<file path="config.mk">
export PLATFORM = sky130hd
export DESIGN_NAME = mode_hub_v2
export DESIGN_NICKNAME = d
export VERILOG_FILES = /design/src/rtl/mode_hub_pkg.sv /design/src/rtl/button_repeater.sv /design/src/rtl/mode_hub_v2.sv
export SDC_FILE = /design/constraint.sdc
export NUM_CORES = 1
export LEC_CHECK = 0
export ABC_CLOCK_PERIOD_IN_PS = 21100
export CORE_MARGIN = 5
export CORE_UTILIZATION = 60
export DETAILED_ROUTE_END_ITERATION = 8
export PLACE_DENSITY = 0.84
export REMOVE_ABC_BUFFERS = 1
export SYNTH_ARGS = -nofsm -noshare
export SYNTH_HDL_FRONTEND = slang
export SYNTH_SLANG_ARGS = --single-unit
</file>
<file path="constraint.sdc">
create_clock -name clk_i -period 21.1 [get_ports clk_i]
set_input_delay 3.165 -clock clk_i [delete_from_list [all_inputs] [get_ports clk_i]]
set_output_delay 3.165 -clock clk_i [all_outputs]
set_load 0.02 [all_outputs]
</file>
<file path="src/rtl/mode_hub_pkg.sv">
// mode_hub_pkg: mode/field encodings and saturating clamps shared by the parameter hub
package mode_hub_pkg;
  typedef enum logic [1:0] {
    MODE_ANGLE_DEMANDED = 2'd0,
    MODE_SINE           = 2'd1,
    MODE_K_VIS_FRIC     = 2'd2
  } mode_t;
  typedef enum logic {
    EDIT_AMPLITUDE = 1'b0,
    EDIT_FREQUENCY = 1'b1
  } field_t;
  function automatic int clamp_signed(int v, int lim);
    return v > lim ? lim : v < -lim ? -lim : v;
  endfunction
  function automatic int clamp_unsigned(int v, int lo, int hi);
    return v > hi ? hi : v < lo ? lo : v;
  endfunction
endpackage

</file>
<file path="src/rtl/button_repeater.sv">
// button_repeater: press edge step plus hold-to-repeat with accelerated (fast) repeats
// Ports: clk_i, reset_i (sync, high); clear_i forces idle; btn_i debounced level;
//   step_o one-cycle step request; fast_o qualifies step_o as a fast-phase step
module button_repeater #(
  parameter int HOLD_CYCLES   = 500000,
  parameter int REPEAT_CYCLES = 100000,
  parameter int FAST_AFTER    = 8
) (
  input  logic clk_i,
  input  logic reset_i,
  input  logic clear_i,
  input  logic btn_i,
  output logic step_o,
  output logic fast_o
);
  localparam int CW = $clog2((HOLD_CYCLES > REPEAT_CYCLES ? HOLD_CYCLES : REPEAT_CYCLES) + 1);
  localparam int RW = $clog2(FAST_AFTER + 1) + 1;
  logic prev, active, repeating, edge_hit, period_hit;
  logic [CW-1:0] cnt;
  logic [RW-1:0] rep;
  assign edge_hit = btn_i & ~prev;
  assign period_hit = active & btn_i & (cnt == (repeating ? CW'(REPEAT_CYCLES) : CW'(HOLD_CYCLES)));
  assign step_o = ~clear_i & (edge_hit | period_hit);
  assign fast_o = period_hit & (rep == RW'(FAST_AFTER));
  // prev keeps tracking while cleared so a level held through the clear never looks like a fresh press
  always_ff @(posedge clk_i)
    if (reset_i) begin
      prev <= 1'b0;
      active <= 1'b0;
      repeating <= 1'b0;
      cnt <= '0;
      rep <= '0;
    end else begin
      prev <= btn_i;
      if (clear_i || !btn_i) begin
        active <= 1'b0;
        repeating <= 1'b0;
        cnt <= '0;
        rep <= '0;
      end else if (edge_hit) begin
        active <= 1'b1;
        repeating <= 1'b0;
        cnt <= CW'(1);
        rep <= '0;
      end else if (period_hit) begin
        repeating <= 1'b1;
        cnt <= CW'(1);
        rep <= rep == RW'(FAST_AFTER) ? rep : rep + 1'b1;
      end else if (active) begin
        cnt <= cnt + 1'b1;
      end
    end
endmodule

</file>
<file path="src/rtl/mode_hub_v2.sv">
// mode_hub_v2: operator parameter hub holding per-mode setpoints edited with four buttons
// Ports: clk_i, reset_i (sync, high); enable_i gates all buttons; button_*_i debounced levels;
//   mode_o/field_o current edit target; angle/ampl/freq/k setpoints; update_o change strobe
module mode_hub_v2
  import mode_hub_pkg::*;
#(
  parameter int ANGLE_W       = 9,
  parameter int ANGLE_MAX     = 255,
  parameter int AMP_W         = 6,
  parameter int AMP_MAX       = 37,
  parameter int FREQ_W        = 4,
  parameter int FREQ_MIN      = 1,
  parameter int FREQ_RESET    = 2,
  parameter int K_W           = 8,
  parameter int K_RESET       = 16,
  parameter int HOLD_CYCLES   = 500000,
  parameter int REPEAT_CYCLES = 100000,
  parameter int FAST_AFTER    = 8,
  parameter int FAST_STEP     = 10
) (
  input  logic                      clk_i,
  input  logic                      reset_i,
  input  logic                      enable_i,
  input  logic                      button_mode_i,
  input  logic                      button_field_i,
  input  logic                      button_plus_i,
  input  logic                      button_minus_i,
  output logic [1:0]                mode_o,
  output logic                      field_o,
  output logic signed [ANGLE_W-1:0] angle_demanded_o,
  output logic [AMP_W-1:0]          ampl_sine_demanded_o,
  output logic [FREQ_W-1:0]         cnt_freq_sine_demanded_o,
  output logic [K_W-1:0]            k_vis_fric_o,
  output logic                      update_o
);
  localparam int FREQ_MAX = 2 ** FREQ_W - 1;
  localparam int K_MAX = 2 ** K_W - 1;
  mode_t mode, mode_n;
  field_t field, field_n;
  logic signed [ANGLE_W-1:0] angle, angle_n;
  logic [AMP_W-1:0] ampl, ampl_n;
  logic [FREQ_W-1:0] freq, freq_n;
  logic [K_W-1:0] k, k_n;
  logic update, update_n, prev_mode, prev_field, mode_edge, field_edge, clear;
  logic p_step, p_fast, m_step, m_fast, fast;
  int delta, amp_sum;
  assign mode_edge = enable_i & button_mode_i & ~prev_mode;
  assign field_edge = enable_i & button_field_i & ~prev_field;
  // both buttons, a mode change or a disabled hub drop the repeaters to idle; only a fresh press restarts them
  assign clear = ~enable_i | (button_plus_i & button_minus_i) | mode_edge;
  button_repeater #(
    .HOLD_CYCLES(HOLD_CYCLES),
    .REPEAT_CYCLES(REPEAT_CYCLES),
    .FAST_AFTER(FAST_AFTER)
  ) plus_rep (
    .clk_i(clk_i),
    .reset_i(reset_i),
    .clear_i(clear),
    .btn_i(button_plus_i),
    .step_o(p_step),
    .fast_o(p_fast)
  );
  button_repeater #(
    .HOLD_CYCLES(HOLD_CYCLES),
    .REPEAT_CYCLES(REPEAT_CYCLES),
    .FAST_AFTER(FAST_AFTER)
  ) minus_rep (
    .clk_i(clk_i),
    .reset_i(reset_i),
    .clear_i(clear),
    .btn_i(button_minus_i),
    .step_o(m_step),
    .fast_o(m_fast)
  );
  // sums are formed in int so the clamp sees the true value before it is narrowed back
  always_comb begin
    fast = p_step ? p_fast : m_fast;
    delta = p_step ? (p_fast ? FAST_STEP : 1) : m_step ? -(m_fast ? FAST_STEP : 1) : 0;
    amp_sum = int'(ampl) + delta;
    mode_n = !(mode inside {MODE_ANGLE_DEMANDED, MODE_SINE, MODE_K_VIS_FRIC}) ? MODE_ANGLE_DEMANDED :
             !mode_edge ? mode :
             mode == MODE_ANGLE_DEMANDED ? MODE_SINE :
             mode == MODE_SINE ? MODE_K_VIS_FRIC : MODE_ANGLE_DEMANDED;
    field_n = mode_n != mode ? EDIT_AMPLITUDE :
              field_edge && mode == MODE_SINE ? field_t'(~field) : field;
    angle_n = delta != 0 && mode == MODE_ANGLE_DEMANDED ?
              ANGLE_W'(clamp_signed(int'(angle) + delta, ANGLE_MAX)) : angle;
    ampl_n = delta != 0 && mode == MODE_SINE && field == EDIT_AMPLITUDE ?
             AMP_W'(fast ? clamp_unsigned(amp_sum, 0, AMP_MAX) :
                    amp_sum > AMP_MAX ? 0 : amp_sum < 0 ? AMP_MAX : amp_sum) : ampl;
    freq_n = delta != 0 && mode == MODE_SINE && field == EDIT_FREQUENCY ?
             FREQ_W'(clamp_unsigned(int'(freq) + delta, FREQ_MIN, FREQ_MAX)) : freq;
    k_n = delta != 0 && mode == MODE_K_VIS_FRIC ?
          K_W'(clamp_unsigned(int'(k) + delta, 0, K_MAX)) : k;
    update_n = {mode_n, field_n, angle_n, ampl_n, freq_n, k_n} != {mode, field, angle, ampl, freq, k};
  end
  always_ff @(posedge clk_i)
    if (reset_i) begin
      mode <= MODE_ANGLE_DEMANDED;
      field <= EDIT_AMPLITUDE;
      angle <= '0;
      ampl <= '0;
      freq <= FREQ_W'(FREQ_RESET);
      k <= K_W'(K_RESET);
      update <= 1'b0;
      prev_mode <= 1'b0;
      prev_field <= 1'b0;
    end else begin
      mode <= mode_n;
      field <= field_n;
      angle <= angle_n;
      ampl <= ampl_n;
      freq <= freq_n;
      k <= k_n;
      update <= update_n;
      prev_mode <= button_mode_i;
      prev_field <= button_field_i;
    end
  assign mode_o = mode;
  assign field_o = field;
  assign angle_demanded_o = angle;
  assign ampl_sine_demanded_o = ampl;
  assign cnt_freq_sine_demanded_o = freq;
  assign k_vis_fric_o = k;
  assign update_o = update;
endmodule

</file>
* Word level (Yosys, flattened, before mapping) *
Index checks and enable logic that the tools add are counted.

cells by class
  add/subtract/negate cells = 9
  $lt $le $gt $ge = 8
  equality and inequality tests = 8
  multiplexer cells = 34
  bitwise operators = 28
  reductions and logical operators = 23

operators with widths
  cell                                                             count
  adder 9 x 32 -> 32 bit                                           2
  greater-than comparator 32 x 9 -> 1 bit (second input constant)  2
  < comparator 32 x 1 -> 1 bit (second input constant)             2
  two-way mux 32 bit                                               2
  adder 19 x 1 -> 19 bit (second input constant)                   2
  equality test 19 bit                                             2
  two-way mux 19 bit                                               2
  two-way mux 6 bit                                                6
  adder 5 x 32 -> 32 bit                                           1
  adder 7 x 32 -> 32 bit                                           1
  greater-than comparator 32 x 5 -> 1 bit (second input constant)  1
  greater-than comparator 32 x 7 -> 1 bit (second input constant)  1
  < comparator 32 x 2 -> 1 bit (second input constant)             1
  < comparator 32 x 9 -> 1 bit (second input constant)             1
  negator 4 -> 32 bit                                              1
  nonzero test 32 bit                                              1
  inequality test 30 bit                                           1
  two-way mux 9 bit                                                3
  two-way mux 8 bit                                                3
  two-way mux 4 bit                                                5
  bitwise AND 1 bit                                                15
  adder 5 x 1 -> 5 bit (second input constant)                     2
  equality test 5 x 4 -> 1 bit (second input constant)             2
  two-way mux 1 bit                                                9
  other kinds (15)                                                 42

storage, ports and cells
  register bits = 87
  input bits = 7
  logic and storage cells = 131

* Longest topological paths before layout *
Gate-level depths: netlist of the first run.

  depth in word-level cells = 15
  gate-level depth with buffers = 28
  mapped depth without buffers = 27

* Cells and area by module *
From an unflattened synthesis of the first run, not the netlist that was laid out.

unflattened totals
  cells, all modules = 969
  area, all modules = 7,658.6 sq um

modules (own cells, without submodules)
  module           instances  cells an instance  area an instance (sq um)
  mode_hub_v2      1          647                4,653.2
  button_repeater  2          161                1,502.7

* Least setup slack after synthesis of the first run *
Ideal clock, no wire load.

  path kind = input to register
  start = input port button_minus_i
  end = register update (netlist: update_o)
  library setup time = 0.141 ns
  arrival time = 10.405 ns
  required time = 20.959 ns
  setup slack = 10.554 ns
  stages on the path = 23
  path through = nand4_1 > a211o_1 > a21oi_2 > clkbuf_1 > nor2_1 > inv_1 > ha_1 > a211oi_1 > o21bai_1 > o2111a_1 > a211oi_1 > inv_1 > fa_1 > or4b_2 > nor3_1 > and3_1 > a31oi_1 > a21oi_1 > xor2_1 > o21ai_1 > or4b_1 > a22oi_1 > a41oi_1

on the way
  longest elaborated chain between the ends = 14
  elaborated cells on any way between the ends = 50
  classes of those cells = add/sub: 5; order compare: 8; eq/ne: 1; mux: 19; bitwise: 11; reduce/logical: 6

RTL lines
  what                                                             RTL line                                  RTL
  start, declared                                                  mode_hub_v2.sv:27                         input logic button_minus_i,
  bitwise AND 1 bit, on equally long branches                      button_repeater.sv:22, mode_hub_v2.sv:50
  bitwise AND 1 bit / bitwise OR 1 bit (equally long branches)     button_repeater.sv:22, mode_hub_v2.sv:50
  bitwise AND 1 bit / bitwise OR 1 bit (equally long branches)     button_repeater.sv:24, mode_hub_v2.sv:50
  two-way mux 4 bit / inverter 1 bit (equally long branches)       mode_hub_v2.sv:78, button_repeater.sv:23
  negator 4 -> 32 bit / bitwise AND 1 bit (equally long branches)  mode_hub_v2.sv:78, button_repeater.sv:23
  two-way mux 32 bit (2 in a row)                                  mode_hub_v2.sv:78                         delta = p_step ? (p_fast ? FAST_STEP : 1) : m_step ? -(m_fast ? FAST_STEP : 1) : 0;
  adder 7 x 32 -> 32 bit                                           mode_hub_v2.sv:79                         amp_sum = int'(ampl) + delta;
  < comparator 32 x 1 -> 1 bit                                     mode_hub_pkg.sv:16, mode_hub_v2.sv:90
  two-way mux 6 bit, on equally long branches (2 in a row)         mode_hub_v2.sv:90, mode_hub_pkg.sv:16
  two-way mux 6 bit                                                mode_hub_v2.sv:89                         AMP_W'(fast ? clamp_unsigned(amp_sum, 0, AMP_MAX) :
  two-way mux 6 bit                                                mode_hub_v2.sv:88                         ampl_n = delta != 0 && mode == MODE_SINE && field == EDIT_AMPLITUDE ?
  inequality test 30 bit (*)                                       mode_hub_v2.sv:95                         update_n = {mode_n, field_n, angle_n, ampl_n, freq_n, k_n} != {mode, field, angle, ampl, freq, k};
  end signal, assigned                                             mode_hub_v2.sv:115                        update <= update_n;
  end, declared                                                    mode_hub_v2.sv:44                         logic update, update_n, prev_mode, prev_field, mode_edge, field_edge, clear;

Mark *: on every way between the ends. The rest lies on a longest branch, timed or not.
A chain may end at the register's enable or synchronous reset.

* Worst setup path after layout of the first run *
  start = input port button_plus_i
  end = register update (netlist: update_o)

on the way
  longest elaborated chain between the ends = 14
  elaborated cells on any way between the ends = 49
  classes of those cells = add/sub: 4; order compare: 8; eq/ne: 1; mux: 19; bitwise: 11; reduce/logical: 6

RTL lines
  what                                                      RTL line                               RTL
  start, declared                                           mode_hub_v2.sv:26                      input logic button_plus_i,
  bitwise AND 1 bit                                         mode_hub_v2.sv:50                      assign clear = ~enable_i | (button_plus_i & button_minus_i) | mode_edge;
  bitwise OR 1 bit (2 in a row)                             mode_hub_v2.sv:50
  inverter 1 bit                                            button_repeater.sv:23                  assign step_o = ~clear_i & (edge_hit | period_hit);
  bitwise AND 1 bit                                         button_repeater.sv:23
  two-way mux 32 bit (2 in a row)                           mode_hub_v2.sv:78
  adder 7 x 32 -> 32 bit                                    mode_hub_v2.sv:79
  < comparator 32 x 1 -> 1 bit                              mode_hub_pkg.sv:16, mode_hub_v2.sv:90
  two-way mux 6 bit, on equally long branches (2 in a row)  mode_hub_v2.sv:90, mode_hub_pkg.sv:16
  two-way mux 6 bit                                         mode_hub_v2.sv:89
  two-way mux 6 bit                                         mode_hub_v2.sv:88
  inequality test 30 bit (*)                                mode_hub_v2.sv:95

Marked as above.

==> results of run 1 <==
cell families (layout without fill, tap and decap cells):
kind of cell / after synthesis / count (layout) / share of synthesized area [%]
buffers and inverters: 49 / 89 / 2.71
AND/OR/NAND/NOR: 362 / 362 / 28.0
multiplexers: 15 / 15 / 2.29
adder cells (fa/ha/maj): 82 / 82 / 16.5
flip-flops: 87 / 87 / 25.5
XOR/XNOR: 66 / 66 / 8.45
AO/OA/AOI/OAI: 163 / 163 / 16.6
registers in the layout, indices dropped and copies added, names as in the netlist:
| name | cells |
|---|---|
| prev_field | 1 |
| k_vis_fric_o | 8 |
| angle_demanded_o | 9 |
| minus_rep.active | 1 |
| ampl_sine_demanded_o | 6 |
| plus_rep.active | 1 |
| cnt_freq_sine_demanded_o | 4 |
| minus_rep.rep | 5 |
| minus_rep.prev | 1 |
| plus_rep.prev | 1 |
| plus_rep.rep | 5 |
| prev_mode | 1 |
| plus_rep.cnt | 19 |
| mode_o | 2 |
| update_o | 1 |
| plus_rep.repeating | 1 |
| field_o | 1 |
| minus_rep.cnt | 19 |
| minus_rep.repeating | 1 |
area by class of cell:
cell class | count | area share [%]
clock buffers | 10 | 3.13
clock inverters | 5 | 0.459
inverters | 33 | 1.62
multi-input cells | 688 | 64.4
flip-flops and latches | 87 | 22.8
well taps | 143 | 2.34
repair buffers | 41 | 5.24
critical path, delay by kind of cell:
family	cells	cell delay [ns]
AND/OR/NAND/NOR	12	2.93
AO/OA/AOI/OAI	8	1.97
adder cells (fa/ha/maj)	3	1.23
buffers and inverters	4	0.96
final timing paths:
| kind | startpoint | slack [ns] | depth (start not counted) | endpoint |
|---|---|---|---|---|
| min reg2reg | minus_rep.repeating$_SDFFE_PP0P_ | 0.52 | 2 | minus_rep.repeating$_SDFFE_PP0P_ |
| min | minus_rep.repeating$_SDFFE_PP0P_ | 0.52 | 2 | minus_rep.repeating$_SDFFE_PP0P_ |
| max reg2reg | minus_rep.cnt[7]$_SDFFE_PP0P_ | 13.62 | 27 | update_o$_SDFF_PP0_ |
| max | button_plus_i | 11.06 | 27 | update_o$_SDFF_PP0_ |
cell usage after synthesis (4+ instances only):
cell type	count
nor2_1	116
and3_1	15
nand2_1	50
a21o_1	9
a31oi_1	8
nand4_1	29
o221ai_1	4
mux2i_1	12
nor4bb_1	7
nor4b_1	8
o21a_1	4
nand2b_1	23
nor2b_1	20
dfxtp_1	87
a211oi_1	18
or3_1	7
ha_1	68
and2_1	8
nor3_1	21
xnor2_1	29
o21bai_1	4
a211o_1	4
xor2_1	37
o21ai_0	19
fa_1	14
a221oi_1	4
a22oi_1	4
o211ai_1	5
clkbuf_1	14
o31ai_1	5
a21oi_1	41
nand3_1	21
nor4_1	8
inv_1	33
power groups by stage:
stage	Clock, uW	Combinational, uW	Sequential [uW]
2_1_floorplan	0	44.9	175
3_3_place_gp	0	63.0	174
3_5_place_dp	0	65.4	174
4_1_cts	153	65.7	171
5_1_grt	160	73.7	171
6_report	152	66.7	171
through the flow:
step	instance area, um2	util [%]	hold slack [ns]	total power [uW]	setup slack [ns]
floorplan	6780	-	0.455	220	10.06
global placement	7360	65.3	0.484	237	10.93
detailed placement	7360	65.3	0.504	240	10.82
CTS	7640	67.8	0.520	390	11.16
global route	7640	67.8	0.558	405	10.53
finish	7640	67.8	0.520	389	11.06
layer usage:
layer  track usage (%)  vias to the layer above  share of wire (%)
li1                  -                     3087                  -
met1              31.6                     3049                 43
met2              43.7                      216                 49
met3              4.04                       57                4.7
met4              12.1                        0                3.4
met5                 0                        -                  0
==> metrics.json, run 1 <==
{
  "outcome": {"value": "complete, no violations"},
  "timing.hold.worst.class": {"value": "reg -> reg"},
  "p_int": {"value": 277, "unit": "uW"},
  "unrepaired_setup_endpoints_after_global_routing": {"value": "no"},
  "detailedPlacementHpwl": {"value": 12.5, "unit": "mm"},
  "final.period_utilization": {"value": 47.6, "unit": "%"},
  "total_iterations_of_the_first_detailed_routing_run": {"value": 5},
  "dr.first_iter.drc_count": {"value": 516},
  "grt_antenna_before_repair": {"value": 0},
  "vias": {"value": 6409},
  "synth_edf_count": {"value": 0},
  "route.detailed.vias_per_inst": {"value": 6.36},
  "worst-endpoint-required": {"value": 21.30, "unit": "ns"},
  "critPathCaptureType": {"value": "register"},
  "maximum_number_of_pins_on_one_net_before_global_route_repair": {"value": 75},
  "final_cell_mix": {"value": "nor2_1, dfxtp_1, ha_1"},
  "timing.max_slew.rel_slack": {"value": 37.9, "unit": "%"},
  "syn_avg_cell_area": {"value": 8.30, "unit": "um2"},
  "layout.cells.most_common": {"value": "nor2_1"},
  "cts_post_setup_buffers_inserted": {"value": 0},
  "layoutNonFillerInstCount": {"value": 1007},
  "remaining_drc_errors": {"value": 0},
  "cp_slowest_stage_delay": {"value": 0.56, "unit": "ns"},
  "tightest_slew": {"value": 0.925, "unit": "ns"},
  "clock_sink_count": {"value": 87},
  "fillerInstances": {"value": 936},
  "power.share.clock": {"value": 39.1, "unit": "%"},
  "p_seq_share": {"value": 43.8, "unit": "%"},
  "grt_usage": {"value": 25.6, "unit": "%"},
  "kind_of_critical_path": {"value": "in -> reg"},
  "nNetsFinal": {"value": 949},
  "total_switching_power": {"value": 112, "unit": "uW"},
  "synth_async_sr_flop_share": {"value": 0, "unit": "%"},
  "finalWeightedCongestion": {"value": 1.03},
  "maxCapViolations": {"value": 0},
  "maximum_number_of_buffers_from_clock_root_to_sink": {"value": 2},
  "cts_max_level": {"value": 3},
  "mappedNetlistArea": {"value": 0.00684, "unit": "mm2"},
  "antenna_violating_nets_post_route": {"value": 0},
  "antennaDiodeCount": {"value": 0},
  "overflow": {"value": 0},
  "ys.warnings.count": {"value": 0},
  "root_buffer": {"value": "clkbuf_16"},
  "design.die.area": {"value": 0.0136, "unit": "mm2"},
  "insertion_delay": {"value": 0.35, "unit": "ns"},
  "max_freq": {"value": 0.0996, "unit": "GHz"},
  "timing.setup.tns": {"value": 0, "unit": "ns"},
  "floorplan.initialDensity": {"value": 60.7, "unit": "%"},
  "post-synth-top-area-cell": {"value": "dfxtp_1"},
  "synth.top_cell.area_share": {"value": 25.5, "unit": "%"},
  "postCtsHoldBufs": {"value": 0},
  "power-per-cell-area": {"value": 51.0, "unit": "mW/mm2"},
  "ir_worst_vdd": {"value": 0.0580, "unit": "mV"},
  "comb_power_share": {"value": 17.1, "unit": "%"},
  "first_global_vias": {"value": 6146},
  "wire_length_of_the_first_global_routing_pass": {"value": 28.6, "unit": "mm"},
  "io_pins": {"value": 38},
  "multiInputGateArea": {"value": 0.00492, "unit": "mm2"},
  "final_period_demand_of_the_worst_path": {"value": 10.04, "unit": "ns"},
  "postSynthRegisterBits": {"value": 87},
  "synthesis.instances": {"value": 824},
  "drive_above_1_share": {"value": 3.82, "unit": "%"},
  "area.growth.synth_to_final": {"value": 11.7, "unit": "%"},
  "synth.yosys.seq_area_share": {"value": 25.5, "unit": "%"},
  "report.final.hold_viol_count": {"value": 0},
  "std_cell_rows": {"value": 39},
  "fp.dieW": {"value": 117, "unit": "um"},
  "ctsResizeCount": {"value": 0},
  "worst-path-max-fanout": {"value": 12},
  "report.final.setup_viol": {"value": 0},
  "clkSlewWorstSetupHoldPaths": {"value": 0.06, "unit": "ns"},
  "critical-path-slowest-cell": {"value": "clkdlybuf4s50_1"},
  "cts_buffers": {"value": 9},
  "final_max_slew_viol_count": {"value": 0},
  "wl_per_cell": {"value": 16.7, "unit": "um"},
  "worst_clock_skew": {"value": 0.0128, "unit": "ns"},
  "setup.worst_path.start_class": {"value": "input port"},
  "place.port_buffers": {"value": 37},
  "ys.flop_type": {"value": "dfxtp_1"},
  "synth.lib_cells_used.distinct": {"value": 73},
  "leakage": {"value": 0.00287, "unit": "uW"},
  "arrival": {"value": 10.24, "unit": "ns"},
  "synth_top_cells_by_area": {"value": "dfxtp_1, ha_1, nor2_1"},
  "fp.coreArea": {"value": 0.0113, "unit": "mm2"},
  "dp_cells": {"value": 992},
  "die_height": {"value": 117, "unit": "um"},
  "wl": {"value": 16.8, "unit": "mm"},
  "tritoncts_clock_tree": {"value": "yes"},
  "sequential_cell_area": {"value": 0.00174, "unit": "mm2"},
  "swShare": {"value": 28.8, "unit": "%"}
}
Note: power is estimated with default switching activity, not from simulation.
==> run 2, diff against run 1 <==
Settings changed: ABC_CLOCK_PERIOD_IN_PS 21100 to 10100.
Clock period 21.1 ns to 10.1 ns, I/O delays scaled along.
==> run 2 against run 1 <==
Clock-buffer cell count down 1. Final cell count up 0.20%. Clock skew down 0.0050 ns. Sequential power up 110%. Register-to-register slack worse by 11 ns. Flip-flop and latch count unchanged. Worst hold slack worse by 0.021 ns. Via count down 2.1%.
==> metrics.json, run 2 (synthesis results as in run 1) <==
{
  "wl_per_cell": {"value": 16.3, "unit": "um"},
  "drive_above_1_share": {"value": 4.04, "unit": "%"},
  "unrepaired_setup_endpoints_after_global_routing": {"value": "no"},
  "std_cell_rows": {"value": 39},
  "wire_length_of_the_first_global_routing_pass": {"value": 27.7, "unit": "mm"},
  "layoutNonFillerInstCount": {"value": 1009},
  "antenna_violating_nets_post_route": {"value": 0},
  "nNetsFinal": {"value": 950},
  "comb_power_share": {"value": 16.4, "unit": "%"},
  "ctsResizeCount": {"value": 0},
  "dr.first_iter.drc_count": {"value": 497},
  "wirelength_met1": {"value": 6.99, "unit": "mm"},
  "p_int": {"value": 604, "unit": "uW"},
  "finalWeightedCongestion": {"value": 0.906},
  "total_switching_power": {"value": 247, "unit": "uW"},
  "sequential_cell_area": {"value": 0.00174, "unit": "mm2"},
  "maximum_number_of_buffers_from_clock_root_to_sink": {"value": 2},
  "multiInputGateArea": {"value": 0.00492, "unit": "mm2"},
  "cts_post_setup_buffers_inserted": {"value": 0},
  "antennaDiodeCount": {"value": 0},
  "final.period_utilization": {"value": 83.6, "unit": "%"},
  "final_cell_mix": {"value": "nor2_1, dfxtp_1, ha_1"},
  "io_pins": {"value": 38},
  "final.setup.worst_slack": {"value": 1.66, "unit": "ns"},
  "tritoncts_clock_tree": {"value": "yes"},
  "placed_cell_area": {"value": 0.00737, "unit": "mm2"},
  "finalInstanceArea": {"value": 0.00768, "unit": "mm2"},
  "timing.hold.worst.class": {"value": "reg -> reg"},
  "p_seq_share": {"value": 41.9, "unit": "%"},
  "worst-path-max-fanout": {"value": 5},
  "wl_met2": {"value": 8.20, "unit": "mm"},
  "max_freq": {"value": 0.118, "unit": "GHz"},
  "grt_usage": {"value": 24.9, "unit": "%"},
  "area.growth.synth_to_final": {"value": 12.3, "unit": "%"},
  "power.share.clock": {"value": 41.8, "unit": "%"},
  "leakage": {"value": 0.00289, "unit": "uW"},
  "critPathCaptureType": {"value": "register"},
  "overflow": {"value": 0},
  "maximum_number_of_pins_on_one_net_before_global_route_repair": {"value": 42},
  "grt_antenna_before_repair": {"value": 0},
  "worst-endpoint-required": {"value": 10.31, "unit": "ns"},
  "first_global_vias": {"value": 6067},
  "kind_of_critical_path": {"value": "in -> reg"},
  "cts_max_level": {"value": 3},
  "floorplan.initialDensity": {"value": 60.7, "unit": "%"},
  "timing.setup.tns": {"value": 0, "unit": "ns"},
  "route.detailed.vias_per_inst": {"value": 6.22},
  "dp_cells": {"value": 993},
  "highest-signal-layer": {"value": "met4"},
  "routed-wl-met3": {"value": 868, "unit": "um"},
  "outcome": {"value": "complete, no violations"},
  "swShare": {"value": 29.0, "unit": "%"},
  "report.final.hold_viol_count": {"value": 0},
  "dp_worst_setup_slack": {"value": 1.47, "unit": "ns"},
  "place.port_buffers": {"value": 37},
  "power-per-cell-area": {"value": 111, "unit": "mW/mm2"},
  "tightest_slew": {"value": 0.927, "unit": "ns"},
  "insertion_delay": {"value": 0.35, "unit": "ns"},
  "root_buffer": {"value": "clkbuf_16"},
  "ir_worst_vdd": {"value": 0.145, "unit": "mV"},
  "vias": {"value": 6275},
  "remaining_drc_errors": {"value": 0},
  "total_iterations_of_the_first_detailed_routing_run": {"value": 5},
  "die_height": {"value": 117, "unit": "um"},
  "cts_buffers": {"value": 9},
  "final_period_demand_of_the_worst_path": {"value": 8.44, "unit": "ns"},
  "clkSlewWorstSetupHoldPaths": {"value": 0.07, "unit": "ns"},
  "fp.dieW": {"value": 117, "unit": "um"},
  "postCtsHoldBufs": {"value": 0},
  "layout.cells.most_common": {"value": "nor2_1"},
  "arrival": {"value": 8.65, "unit": "ns"},
  "fillerInstances": {"value": 903},
  "final.hold.worst_slack": {"value": 0.499, "unit": "ns"},
  "worst_clock_skew": {"value": 0.00777, "unit": "ns"},
  "clock_sink_count": {"value": 87},
  "wl": {"value": 16.4, "unit": "mm"},
  "final_max_slew_viol_count": {"value": 0},
  "setup.worst_path.start_class": {"value": "input port"},
  "design.die.area": {"value": 0.0136, "unit": "mm2"},
  "timing.max_slew.rel_slack": {"value": 37.8, "unit": "%"},
  "maxCapViolations": {"value": 0},
  "report.final.setup_viol": {"value": 0},
  "detailedPlacementHpwl": {"value": 12.3, "unit": "mm"},
  "fp.coreArea": {"value": 0.0113, "unit": "mm2"}
}
run 2: cell type report:
| type | count | area share, % |
|---|---|---|
| inverter | 33 | 1.61 |
| tap | 143 | 2.33 |
| timing repair buffer | 42 | 5.31 |
| clock inverter | 7 | 1.09 |
| clock buffer | 9 | 2.93 |
| sequential | 87 | 22.7 |
| multi-input combinational | 688 | 64.0 |
run 2: worst paths after layout:
check	from	to	slack (ns)	depth (start not counted)
max	button_plus_i	update_o$_SDFF_PP0_	1.66	25
min	minus_rep.repeating$_SDFFE_PP0P_	minus_rep.repeating$_SDFFE_PP0P_	0.50	2
min reg2reg	minus_rep.repeating$_SDFFE_PP0P_	minus_rep.repeating$_SDFFE_PP0P_	0.50	2
max reg2reg	plus_rep.cnt[4]$_SDFFE_PP0P_	update_o$_SDFF_PP0_	2.91	24
run 2: power groups by stage:
stage	clock (uW)	combinational, uW	sequential [uW]
final	355	139	356
after global routing	377	153	357
after CTS	362	138	356
after detailed placement	0	137	364
after global placement	0	132	364
after floorplan	0	93.8	366
run 2: routing by layer:
layer,global-route usage [%],vias up
met1,29.9,2982
li1,-,3085
met2,43.9,178
met4,8.64,0
met3,5.65,30
met5,0,-
run 2: worst max-delay path, cell delays in order:
cell and delay [ns]:
clkdlybuf4s50_1 0.56, or4b_1 0.45, or4_4 0.51, o31ai_1 0.40, o31ai_1 0.23, nor3_1 0.60, ha_1 0.33, fa_1 0.24
a21o_1 0.15, a221oi_1 0.12, o21bai_1 0.20, a21oi_1 0.13, nor2b_1 0.17, nor2_1 0.08, fa_1 0.53, or4bb_1 0.48
nor3_1 0.22, and3_1 0.18, a31oi_1 0.18, a21oi_1 0.28, xor2_1 0.18, o21ai_1 0.09, or4b_1 0.52, a22oi_1 0.16
a41oi_1 0.15
run 2: per-stage QoR:
stage | power, uW | util, %
floorplan | 460 | -
global placement | 496 | 65.4
detailed placement | 501 | 65.4
CTS | 856 | 68.1
global route | 888 | 68.1
finish | 851 | 68.1
==> run 3, diff against run 2 <==
Settings changed: ABC_CLOCK_PERIOD_IN_PS 10100 to 6800, CORE_UTILIZATION 60 to 55, PLACE_DENSITY 0.84 to 0.81.
Clock period 10.1 ns to 6.8 ns, I/O delays scaled along.
==> run 3 against run 2 <==
Wire length rose by 4.4%. Die area rose by 8.3%. Highest routed layer unchanged. Clock-buffer cell count rose by 2. Worst hold slack improved by 0.014 ns. Sequential power rose by 49%. Largest cell class unchanged. Combinational power rose by 88%. Register-to-register slack got worse by 2.6 ns. Flip-flop and latch count did not move.
==> metrics.json, run 3 (synthesis results as in run 1) <==
{
  "p_seq_share": {"value": 41.5, "unit": "%"},
  "power.share.clock": {"value": 38.1, "unit": "%"},
  "outcome": {"value": "complete, no violations"},
  "critical-path-slowest-cell": {"value": "or4_4"},
  "remaining_drc_errors": {"value": 0},
  "multiInputGateArea": {"value": 0.00511, "unit": "mm2"},
  "final.period_utilization": {"value": 99.4, "unit": "%"},
  "wl": {"value": 17.2, "unit": "mm"},
  "total_switching_power": {"value": 366, "unit": "uW"},
  "total_power_draw": {"value": 1280, "unit": "uW"},
  "tightest_slew": {"value": 0.784, "unit": "ns"},
  "maximum_number_of_buffers_from_clock_root_to_sink": {"value": 2},
  "timing.hold.worst_endpoint": {"value": "minus_rep.repeating$_SDFFE_PP0P_"},
  "nNetsFinal": {"value": 1033},
  "finalInstanceArea": {"value": 0.00853, "unit": "mm2"},
  "die_height": {"value": 122, "unit": "um"},
  "sequential_cell_area": {"value": 0.00174, "unit": "mm2"},
  "cpLargestDelayFamily": {"value": "simple AND/OR/NAND/NOR gates"},
  "layout.cells.most_common": {"value": "nor2_1"},
  "wire_length_of_the_first_global_routing_pass": {"value": 28.6, "unit": "mm"},
  "tritoncts_clock_tree": {"value": "yes"},
  "grt_usage": {"value": 23.5, "unit": "%"},
  "first_global_vias": {"value": 6199},
  "arrival": {"value": 6.97, "unit": "ns"},
  "final_period_demand_of_the_worst_path": {"value": 6.76, "unit": "ns"},
  "swShare": {"value": 28.6, "unit": "%"},
  "ir_worst_vdd": {"value": 0.214, "unit": "mV"},
  "placed_cell_area": {"value": 0.00792, "unit": "mm2"},
  "min_from": {"value": "minus_rep.repeating$_SDFFE_PP0P_"},
  "timing.max_slew.rel_slack": {"value": 47.7, "unit": "%"},
  "leakage": {"value": 0.00337, "unit": "uW"},
  "final_max_slew_viol_count": {"value": 0},
  "cp_slowest_stage_delay": {"value": 0.54, "unit": "ns"},
  "total_iterations_of_the_first_detailed_routing_run": {"value": 7},
  "clkSlewWorstSetupHoldPaths": {"value": 0.06, "unit": "ns"},
  "overflow": {"value": 0},
  "route.detailed.vias_per_inst": {"value": 5.91},
  "p_int": {"value": 913, "unit": "uW"},
  "setup.worst_path.start_class": {"value": "input port"},
  "final_cell_mix": {"value": "nor2_1, dfxtp_1, buf_4"},
  "std_cell_rows": {"value": 40},
  "power-per-cell-area": {"value": 150, "unit": "mW/mm2"},
  "unrepaired_setup_endpoints_after_global_routing": {"value": "yes"},
  "place.port_buffers": {"value": 37},
  "insertion_delay": {"value": 0.35, "unit": "ns"},
  "comb_power_share": {"value": 20.4, "unit": "%"},
  "root_buffer": {"value": "clkbuf_16"},
  "worst_hold_path.num_cells": {"value": 2},
  "antennaDiodeCount": {"value": 0},
  "report.final.setup_viol": {"value": 0},
  "cp_num_buf_inv": {"value": 4},
  "drive_above_1_share": {"value": 15.8, "unit": "%"},
  "max_freq": {"value": 0.148, "unit": "GHz"},
  "worst-endpoint-required": {"value": 7.02, "unit": "ns"},
  "io_pins": {"value": 38},
  "wl_per_cell": {"value": 15.4, "unit": "um"},
  "timing.hold.worst.class": {"value": "reg -> reg"},
  "fp.dieW": {"value": 122, "unit": "um"},
  "cts_buffers": {"value": 9},
  "worst-r2r-cell-count": {"value": 26},
  "reg2reg_slack": {"value": 0.27, "unit": "ns"},
  "report.final.hold_viol_count": {"value": 0},
  "dr.first_iter.drc_count": {"value": 406},
  "worst_clock_skew": {"value": 0.0101, "unit": "ns"},
  "maximum_number_of_pins_on_one_net_before_global_route_repair": {"value": 42},
  "crit-reg2reg-launch": {"value": "plus_rep.cnt[6]$_SDFFE_PP0P_"},
  "area.growth.synth_to_final": {"value": 24.7, "unit": "%"},
  "finalWeightedCongestion": {"value": 0.911},
  "maxCapViolations": {"value": 0},
  "detailedPlacementHpwl": {"value": 12.2, "unit": "mm"},
  "r2r-end": {"value": "update_o$_SDFF_PP0_"},
  "grt_antenna_before_repair": {"value": 0},
  "vias": {"value": 6597},
  "design.die.area": {"value": 0.0148, "unit": "mm2"},
  "critPathCaptureType": {"value": "register"},
  "fp.coreArea": {"value": 0.0121, "unit": "mm2"},
  "fillerInstances": {"value": 933},
  "cts_max_level": {"value": 3},
  "kind_of_critical_path": {"value": "in -> reg"},
  "clock_sink_count": {"value": 87},
  "worst-path-max-fanout": {"value": 7},
  "antenna_violating_nets_post_route": {"value": 0},
  "floorplan.initialDensity": {"value": 56.5, "unit": "%"}
}
-- run 3: cell types whose count changed in the layout (fill, tap and decap cells not counted), moves of 3 or more --
cell	previous run	this run
nor3_4	0	3
buf_4	5	86
nor4_2	0	3
nor4_1	8	5
a21oi_1	41	38
a21oi_2	1	4
nor3_1	21	18
-- run 3: how the worst max path moves through the flow --
stage,from,end,slack [ns],cells after the start
3_3_place_gp,button_plus_i,update_o$_SDFF_PP0_,-0.66,24
4_1_cts,button_plus_i,update_o$_SDFF_PP0_,0.008,27
6_report,button_plus_i,update_o$_SDFF_PP0_,0.04,27
5_1_grt,button_minus_i,update_o$_SDFF_PP0_,-0.31,28
3_5_place_dp,button_plus_i,update_o$_SDFF_PP0_,-0.83,24
2_1_floorplan,button_minus_i,update_o$_SDFF_PP0_,-2.10,24
-- run 3: routing by layer --
layer	share of wire (%)	up-vias	GRT usage [%]
met5	0	-	0
met4	2.6	0	8.26
met3	5.4	45	5.03
met2	49	189	40.2
met1	43	3110	29.1
li1	-	3253	-
-- run 3: what timing repair did --
action / in CTS / in global routing
resized for setup: 23 / 22
setup endpoints to repair: 1 / 1
setup buffers: 6 / 10
hold buffers: 0 / 0
pin swaps: 16 / 29
-- run 3: per-stage QoR --
step	setup WS (ns)	utilization [%]	cells	hold WS, ns	setup TNS [ns]
final	0.0442	70.4	1117	0.513	0
after global routing	-0.309	70.4	1117	0.538	-0.309
after CTS	0.00810	69.1	1107	0.515	0
after detailed placement	-0.827	65.4	1085	0.502	-2.04
after global placement	-0.658	65.4	1085	0.481	-0.777
after floorplan	-2.10	-	808	0.455	-14.21
-- run 3: layout make-up --
type	count	area share (%)
clock buffer	11	2.96
timing repair buffer	125	12.3
inverter	33	1.45
clock inverter	5	0.455
sequential	87	20.4
multi-input combinational	688	60.0
tap	168	2.46
-- run 3: worst register-to-register path, stage by stage (launching register included) --
cell and delay (ns):
dfxtp_1 0.37, or4b_1 0.55, or4_4 0.58, nor3_4 0.17, and3_4 0.24, nor3_4 0.05, ha_2 0.21, fa_2 0.36
a21o_1 0.20, a221oi_2 0.26, o21bai_1 0.13, a21oi_2 0.19, nor2b_2 0.07, nor2_2 0.15, inv_2 0.06, fa_1 0.52
nand4_1 0.13, nor4_2 0.31, nand4_1 0.16, o41ai_2 0.39, buf_4 0.21, buf_12 0.12, nand2_4 0.04, a222oi_1 0.33
a31oi_1 0.16, nor4b_2 0.28, a41oi_1 0.15
-- run 3: power by group through the flow --
stage | logic, uW | registers (uW) | clock network [uW]
final | 261 | 531 | 487
after detailed placement | 232 | 541 | 0
after CTS | 244 | 530 | 497
after floorplan | 139 | 544 | 0
after global placement | 229 | 541 | 0
after global routing | 285 | 531 | 519
